File: src/rtl/arb_pkg.sv
// arb_pkg: shared constants, arbitration-type encodings and grant helper for the 4-way arbiter subsystem
package arb_pkg;
    localparam int NUM_REQ        = 4;
    localparam int DEFAULT_DATA_W = 8;

    typedef enum logic [2:0] {
        ARB_P0   = 3'd0,
        ARB_P1   = 3'd1,
        ARB_P2   = 3'd2,
        ARB_P3   = 3'd3,
        ARB_RR   = 3'd4,
        ARB_RAND = 3'd5
    } arb_type_e;

    function automatic logic [NUM_REQ-1:0] onehot_gnt(input logic [$clog2(NUM_REQ)-1:0] idx);
        logic [NUM_REQ-1:0] g;
        g      = '0;
        g[idx] = 1'b1;
        return g;
    endfunction
endpackage

File: src/rtl/arb_req_fifo.sv
// arb_req_fifo: synchronous FIFO with combinational head read and occupancy count
module arb_req_fifo #(
    parameter int DATA_W = 8,
    parameter int DEPTH  = 4
) (
    input  logic                       clk,
    input  logic                       rst,
    input  logic                       push,
    input  logic                       pop,
    input  logic [DATA_W-1:0]          wdata,
    output logic [DATA_W-1:0]          rdata,
    output logic [$clog2(DEPTH+1)-1:0] level,
    output logic                       full,
    output logic                       empty
);
    localparam int AW = $clog2(DEPTH);
    localparam int LW = $clog2(DEPTH+1);

    logic [DATA_W-1:0] mem_q [DEPTH];
    logic [AW-1:0]     wr_ptr_q, wr_ptr_d, rd_ptr_q, rd_ptr_d;
    logic [LW-1:0]     level_q, level_d;
    logic              do_push, do_pop;

    assign full  = level_q == LW'(DEPTH);
    assign empty = level_q == '0;
    assign rdata = mem_q[rd_ptr_q];
    assign level = level_q;

    // next pointers and occupancy; pointers wrap naturally since DEPTH is a power of 2
    always_comb begin
        do_push  = push && !full;
        do_pop   = pop && !empty;
        wr_ptr_d = do_push ? wr_ptr_q + AW'(1) : wr_ptr_q;
        rd_ptr_d = do_pop ? rd_ptr_q + AW'(1) : rd_ptr_q;
        level_d  = (do_push && !do_pop) ? level_q + LW'(1) :
                   (do_pop && !do_push) ? level_q - LW'(1) : level_q;
    end

    // pointer and occupancy state; reset discards any buffered words
    always_ff @(posedge clk) begin
        if (rst) begin
            wr_ptr_q <= '0;
            rd_ptr_q <= '0;
            level_q  <= '0;
        end else begin
            wr_ptr_q <= wr_ptr_d;
            rd_ptr_q <= rd_ptr_d;
            level_q  <= level_d;
        end
    end

    // storage array; contents are meaningless until written so it has no reset
    always_ff @(posedge clk) begin
        if (do_push) mem_q[wr_ptr_q] <= wdata;
    end
endmodule

File: src/rtl/arb_requester.sv
// arb_requester: client side of the arbiter req/gnt interface; FIFO-buffered words, one bus word per grant.
// Optional starvation monitor enabled by defining ARB_REQ_STARVE_MON_EN (adds the starve output).
module arb_requester
    import arb_pkg::*;
#(
    parameter int DATA_W       = DEFAULT_DATA_W,
    parameter int DEPTH        = 4,
    parameter int STARVE_LIMIT = 16
) (
    input  logic                       clk,
    input  logic                       rst,
    input  logic                       in_valid,
    output logic                       in_ready,
    input  logic [DATA_W-1:0]          in_data,
    output logic                       req,
    input  logic                       gnt,
    output logic                       bus_valid,
    output logic [DATA_W-1:0]          bus_data,
    output logic [$clog2(DEPTH+1)-1:0] level,
    output logic                       err_spurious
`ifdef ARB_REQ_STARVE_MON_EN
   ,output logic                       starve
`endif
);
    localparam int LW = $clog2(DEPTH+1);

    if (DEPTH < 2 || (DEPTH & (DEPTH - 1)) != 0 || STARVE_LIMIT < 2) begin : g_bad_params
        $error("arb_requester: DEPTH must be a power of 2 >= 2 and STARVE_LIMIT >= 2");
    end

    logic [DATA_W-1:0] head;
    logic [LW-1:0]     lvl;
    logic              full, empty, push, pop;
    logic              bus_valid_q, bus_valid_d, err_q, err_d;
    logic [DATA_W-1:0] bus_data_q, bus_data_d;

    arb_req_fifo #(
        .DATA_W (DATA_W),
        .DEPTH  (DEPTH)
    ) u_fifo (
        .clk   (clk),
        .rst   (rst),
        .push  (push),
        .pop   (pop),
        .wdata (in_data),
        .rdata (head),
        .level (lvl),
        .full  (full),
        .empty (empty)
    );

    // request drops while the last word is being granted so no stale request follows the final pop
    always_comb begin
        in_ready    = !full;
        push        = in_valid && in_ready;
        pop         = gnt && !empty;
        req         = (lvl > LW'(1)) || (lvl == LW'(1) && !gnt);
        bus_valid_d = pop;
        bus_data_d  = pop ? head : bus_data_q;
        err_d       = err_q || (gnt && empty);
    end

    // bus register and sticky spurious-grant flag
    always_ff @(posedge clk) begin
        if (rst) begin
            bus_valid_q <= 1'b0;
            bus_data_q  <= '0;
            err_q       <= 1'b0;
        end else begin
            bus_valid_q <= bus_valid_d;
            bus_data_q  <= bus_data_d;
            err_q       <= err_d;
        end
    end

    assign bus_valid    = bus_valid_q;
    assign bus_data     = bus_data_q;
    assign level        = lvl;
    assign err_spurious = err_q;

`ifdef ARB_REQ_STARVE_MON_EN
    localparam int CW = $clog2(STARVE_LIMIT+1);

    logic [CW-1:0] cnt_q, cnt_d;
    logic          starve_q, starve_d;

    // count consecutive denied request cycles, saturating; any grant or idle cycle restarts the count
    always_comb begin
        cnt_d    = (gnt || !req) ? '0 :
                   (cnt_q == CW'(STARVE_LIMIT)) ? cnt_q : cnt_q + CW'(1);
        starve_d = cnt_d == CW'(STARVE_LIMIT);
    end

    // starvation counter and registered flag
    always_ff @(posedge clk) begin
        if (rst) begin
            cnt_q    <= '0;
            starve_q <= 1'b0;
        end else begin
            cnt_q    <= cnt_d;
            starve_q <= starve_d;
        end
    end

    assign starve = starve_q;
`endif
endmodule

File: config.mk
export PLATFORM = sky130hd
export DESIGN_NAME = arb_requester
export DESIGN_NICKNAME = d
export VERILOG_FILES = /design/src/rtl/arb_pkg.sv /design/src/rtl/arb_req_fifo.sv /design/src/rtl/arb_requester.sv
export SDC_FILE = /design/constraint.sdc
export NUM_CORES = 1
export LEC_CHECK = 0
export CAP_MARGIN = 10
export CORE_UTILIZATION = 48
export DETAILED_ROUTE_END_ITERATION = 8
export PLACE_DENSITY = 0.74
export SLEW_MARGIN = 20
export SYNTH_ARGS = -nofsm -noshare
export SYNTH_HDL_FRONTEND = slang
export SYNTH_SLANG_ARGS = --single-unit
File: constraint.sdc
create_clock -name clk -period 2 [get_ports clk]
set_input_delay 0.4 -clock clk [delete_from_list [all_inputs] [get_ports clk]]
set_output_delay 0.4 -clock clk [all_outputs]
set_load 0.02 [all_outputs]
; After elaboration in Yosys (flattened, before gate mapping)
; Memory sizes are Yosys's and may differ from the RTL's. A register that Yosys moved wholly into a read port is not among the register bits.
; Index checks and enable logic that the tools add are counted.
[totals]
out_inout_bits = 15
memories = 1
input_bits = 12
reg_bits = 9
word_cells = 34
mem_bits_rw = 32
[mem_list]
columns = name, words, word_bits, read_ports, rd_ports_with_merged_regs, wr, line
row1 = u_fifo.mem_q, 4, 8, 1, 1, 1, arb_req_fifo.sv:19  ; logic [DATA_W-1:0] mem_q [DEPTH];
[op_classes]
mux = 4
magnitude_cmp = 1
reduce_logical = 17
eq_ne = 2
n_addsub = 4
[op_table]
columns = cell, count
row1 = $logic_and 1x1->1, 8
row2 = $mux 3, 2
row3 = $logic_not 1->1, 5
row4 = $add 2x1->2 const B, 2
row5 = $add 3x1->3 const B, 1
row6 = $eq 3x1->1 const B, 1
row7 = $eq 3x3->1 const B, 1
row8 = $gt 3x1->1 const B, 1
row9 = $logic_not 3->1, 1
row10 = $sub 3x1->3 const B, 1
row11 = $logic_or 1x1->1, 2
row12 = $mux 1, 2
row13 = $reduce_bool 2->1, 1

; Logic depth before layout (Yosys ltp)
[logic_depth]
ltp_word = 8
depth_mapped = 9
depth_no_buf = 8

; Cells and area by module
; A second synthesis with hierarchy kept.
[unflattened]
hier_cells = 136
area_unflattened_um2 = 2108.3
[by_module_without_submodules]
columns = module, seq_area_each_um2, cells_per_inst, instances, area_each_um2
row1 = arb_req_fifo, 1141.1, 90, 1, 1620.3
row2 = arb_requester, 200.2, 46, 1, 488.0

; Worst setup path after synthesis
; OpenSTA, ideal clock, no wires.
[synth_timing]
path_kind = reg2reg
start = reg u_fifo.level_q[0], in the netlist u_fifo.level[0]
end = reg u_fifo.level_q[2], in the netlist u_fifo.level[2]
required_ns = 1.930
synth_period_minus_slack_ns = 2.068
path_slack_ns = -0.068
t_arrival_ns = 1.998
stages_incl_launch_ff = 9
cell_sequence = dfxtp_1 > inv_1 > ha_1 > nand2b_1 > buf_2 > nand2_1 > ha_1 > or3_1 > a21oi_1
[synth_between]
elab_chain_cells = 7
[synth_lines]
columns = item, line
row1 = "start, declared", arb_req_fifo.sv:21  ; logic [LW-1:0] level_q, level_d;
row2 = "start signal, assigned", arb_req_fifo.sv:48  ; level_q <= level_d;
row3 = "parallel branches: the longest is 7 deep, another holds $sub 3x1->3", -
; Parallel ways; which one is timed is not known. The select of a mux whose other input is x is not followed.
; A chain may end at the register's enable or synchronous reset.

; Worst setup path after layout
[layout_timing]
start = reg u_fifo.level_q[0], in the netlist u_fifo.level[0]
end = out req
[layout_between]
elab_chain_cells = 3
[layout_lines]
columns = item, line
row1 = "parallel branches: the longest is 2 deep, another holds $gt 3x1->1", -
row2 = $logic_or 1x1->1 *, arb_requester.sv:57  ; req = (lvl > LW'(1)) || (lvl == LW'(1) && !gnt);
row3 = "end, declared", arb_requester.sv:15  ; output logic req,
; Every way passes the cells marked *.

==> summary.txt <==
Worst setup path
  • Critical path endpoint: req
  • Crit-path max FO: 6
  • RR Startpoint: u_fifo.level[1]
  • R2r worst-path depth: 9
  • CP Launch Type: flop
  • FF-to-FF End: u_fifo.level[2]
  • R2r setup slk: 0.18 ns
  • CP endpoint kind: primary output
  • Setup CP Type: flop to primary output
  • Worst EP arrival: 1.48 ns
  • Crit path from: u_fifo.level[0]
  • Data required, critical path: 1.60 ns

Power and ir drop
  • Leak: 0.000910 uW
  • Cell Pwr Density: 1270 mW/mm^2
  • VDD IR-drop max: 0.577 mV

Timing
  • # setup viols final: 0
  • Setup tns final: 0 ns
  • Measured slew at the worst slew-check pin: 0.625 ns
  • Final Hold Vio Count: 0
  • Rel. slew slack: 0.582
  • Max-slew violations: 0
  • Worst Slack Setup Final: 0.124 ns
  • Final Cycle Share: 0.938
  • RSZ-0062 raised after global routing: false
  • Clk_skew: 0.00635 ns
  • Fin crit period: 1.88 ns
  • Max frequency: 0.533 GHz

Clock tree
  • Clock-pin slew of the registers on the worst-case setup and hold paths: 0.09 ns
  • Clock buffers created by TritonCTS: 5
  • CTS tree: yes
  • Cts repair resizes: 4
  • Clk_lat worst skew: 0.30 ns
  • Setup Buffers After CTS: 0
  • Root Driver: clkbuf_8
  • Htree depth: 2
  • Clock sinks: 49
  • CTS Hold Buffers Added: 0
  • Clk buf depth: 2

Finish
  • Ant diodes: 0
  • Fraction of layout cells with a size suffix above 1: 0.158
  • Synthesis-to-layout area growth: 26.8%
  • Final #Nets: 197
  • Design Area, Final: 0.00255 mm^2
  • Most common cell after layout, fill and taps aside: edfxtp_1
  • Most frequent cells in the layout: 32 x edfxtp_1, 24 x clkdlybuf4s50_1, 15 x dfxtp_1
  • Final Non-Filler Cells: 227
  • Fill cell count: 296

Logic synthesis
  • Adder-Cell Fraction of Synth Area: 0.0561
  • Synth warn: 0
  • Mapped Area: 0.00201 mm^2
  • Sequential area share after synthesis: 0.648
  • Synth Area in Compound Gates: 0.0667
  • Fraction of registers with async set/reset: 0
  • Post-Synth XOR/XNOR Area: 0.0131
  • Net Count, Synth: 159
  • Post-Synthesis Cells: 138
  • Post-synthesis area per instance: 14.6 um^2
  • Main synth FF type: edfxtp_1
  • Number of flops mapped to enable cells by yosys: 32
  • Library cells used by synthesis: 29
  • Flops & latches, synth: 49
  • Simple-Gate Fraction of Synth Area: 0.0692
  • Post-synthesis mux area share: 0.116
  • Largest family of logic cells by synthesized area: multiplexers

Floorplanning
  • Initial Utilization: 0.502
  • Ports: 27
  • Die area: 0.00445 mm^2
  • Die width: 66.7 um
  • Site Rows: 23
  • Die Y: 66.7 um
  • Core area: 0.00400 mm^2

Global route
  • Initial antenna violation count: 0
  • Vias in the first global route: 1156
  • First-pass GRT wire length: 5.64 mm
  • Largest net degree at the start of global routing: 18
  • Total gr overflow: 0
  • All-Layer GR Usage: 0.180

Detailed routing
  • Via density: 5.42
  • DRT iter0 DRCs: 127
  • DR vias: 1230
  • Residual DRC: 0
  • Drt first pass iters: 4
  • Routed WL: 3.50 mm
  • Final ANT Viol Nets: 0
  • Wire per inst: 15.4 um

Worst hold path
  • Hold Crit Class: flop to flop

Place
  • Dpl ws: -0.148 ns
  • DP Area: 0.00244 mm^2
  • Placed insts: 219
  • Port Buffers: 26
  • Dpl hpwl: 2.57 mm
  • GP Congestion: 0.725

Flow run
  • Number of max-cap violations: 0

Run status
  • Run status: finished, final reports clean
==> cell families after synthesis <==
kind of cell,after synthesis
flops,49
xor+xnor,3
compound gates,25
buf+inv,14
simple gates,27
fa+ha+maj,9
mux,11
==> worst min-delay path by stage <==
| stage | from | slack (ns) | to | depth (start not counted) |
|---|---|---|---|---|
| 6_report | bus_data[5] | 0.48 | bus_data[5] | 2 |
| 5_1_grt | bus_data[4] | 0.51 | bus_data[4] | 2 |
| 4_1_cts | bus_data[5] | 0.49 | bus_data[5] | 2 |
| 3_5_place_dp | bus_data[5] | 0.47 | bus_data[5] | 2 |
| 3_3_place_gp | err_spurious | 0.45 | err_spurious | 2 |
| 2_1_floorplan | in_data[0] | 0.50 | u_fifo.mem_q[0][0] | 0 |
==> Yosys cell counts (all sizes together), types with 4 or more instances <==
cell	instances	share of area
o21ai	10	0.025
nor2	6	0.011
a21oi	13	0.032
ha	9	0.056
nand3	9	0.022
and2	4	0.012
clkbuf	5	0.010
inv	6	0.011
dfxtp	17	0.17
mux4	8	0.10
edfxtp	32	0.48
==> critical path: stages (launching register included) <==
cell and delay (ns):
dfxtp_2 0.36, ha_1 0.21, nor3_1 0.13, a21oi_1 0.05, or2_2 0.26, buf_2 0.16
==> report_power, final <==
part           switching (uW)  total (uW)  internal (uW)
clock network             321         696            376
registers                 120        1380           1260
logic                     575        1160            587
total                    1020        3240           2220
==> metal layers <==
metal,track usage,vias to the layer above,share of wire
met3,0.0462,4,0.027
met5,0,-,0
met1,0.214,616,0.43
li1,-,589,-
met4,0.0798,0,0.019
met2,0.304,21,0.53
==> through the flow <==
stage | hold WS [ns] | total power (uW) | util
2_1_floorplan | 0.499 | 2080 | -
3_3_place_gp | 0.451 | 2520 | 0.610
3_5_place_dp | 0.474 | 2600 | 0.610
4_1_cts | 0.486 | 3280 | 0.638
5_1_grt | 0.514 | 3430 | 0.637
6_report | 0.478 | 3240 | 0.637
==> layout make-up <==
class                   instances  area (um^2)  share of cell area
clock buffers                   6         72.6              0.0285
clock inverters                 2         38.8              0.0152
inverters                       6         22.5             0.00885
multi-input cells              75          644               0.253
flip-flops and latches         49         1300               0.512
well taps                      50         62.6              0.0246
repair buffers                 39          402               0.158
==> sequential cells by signal, indices dropped and copies added, names as in the netlist <==
| name | cells |
|---|---|
| u_fifo.rd_ptr_q | 2 |
| u_fifo.wr_ptr_q | 2 |
| err_spurious | 1 |
| bus_valid | 1 |
| u_fifo.mem_q | 32 |
| u_fifo.level | 3 |
| bus_data | 8 |
No activity file was read; power rests on OpenSTA's default activity.
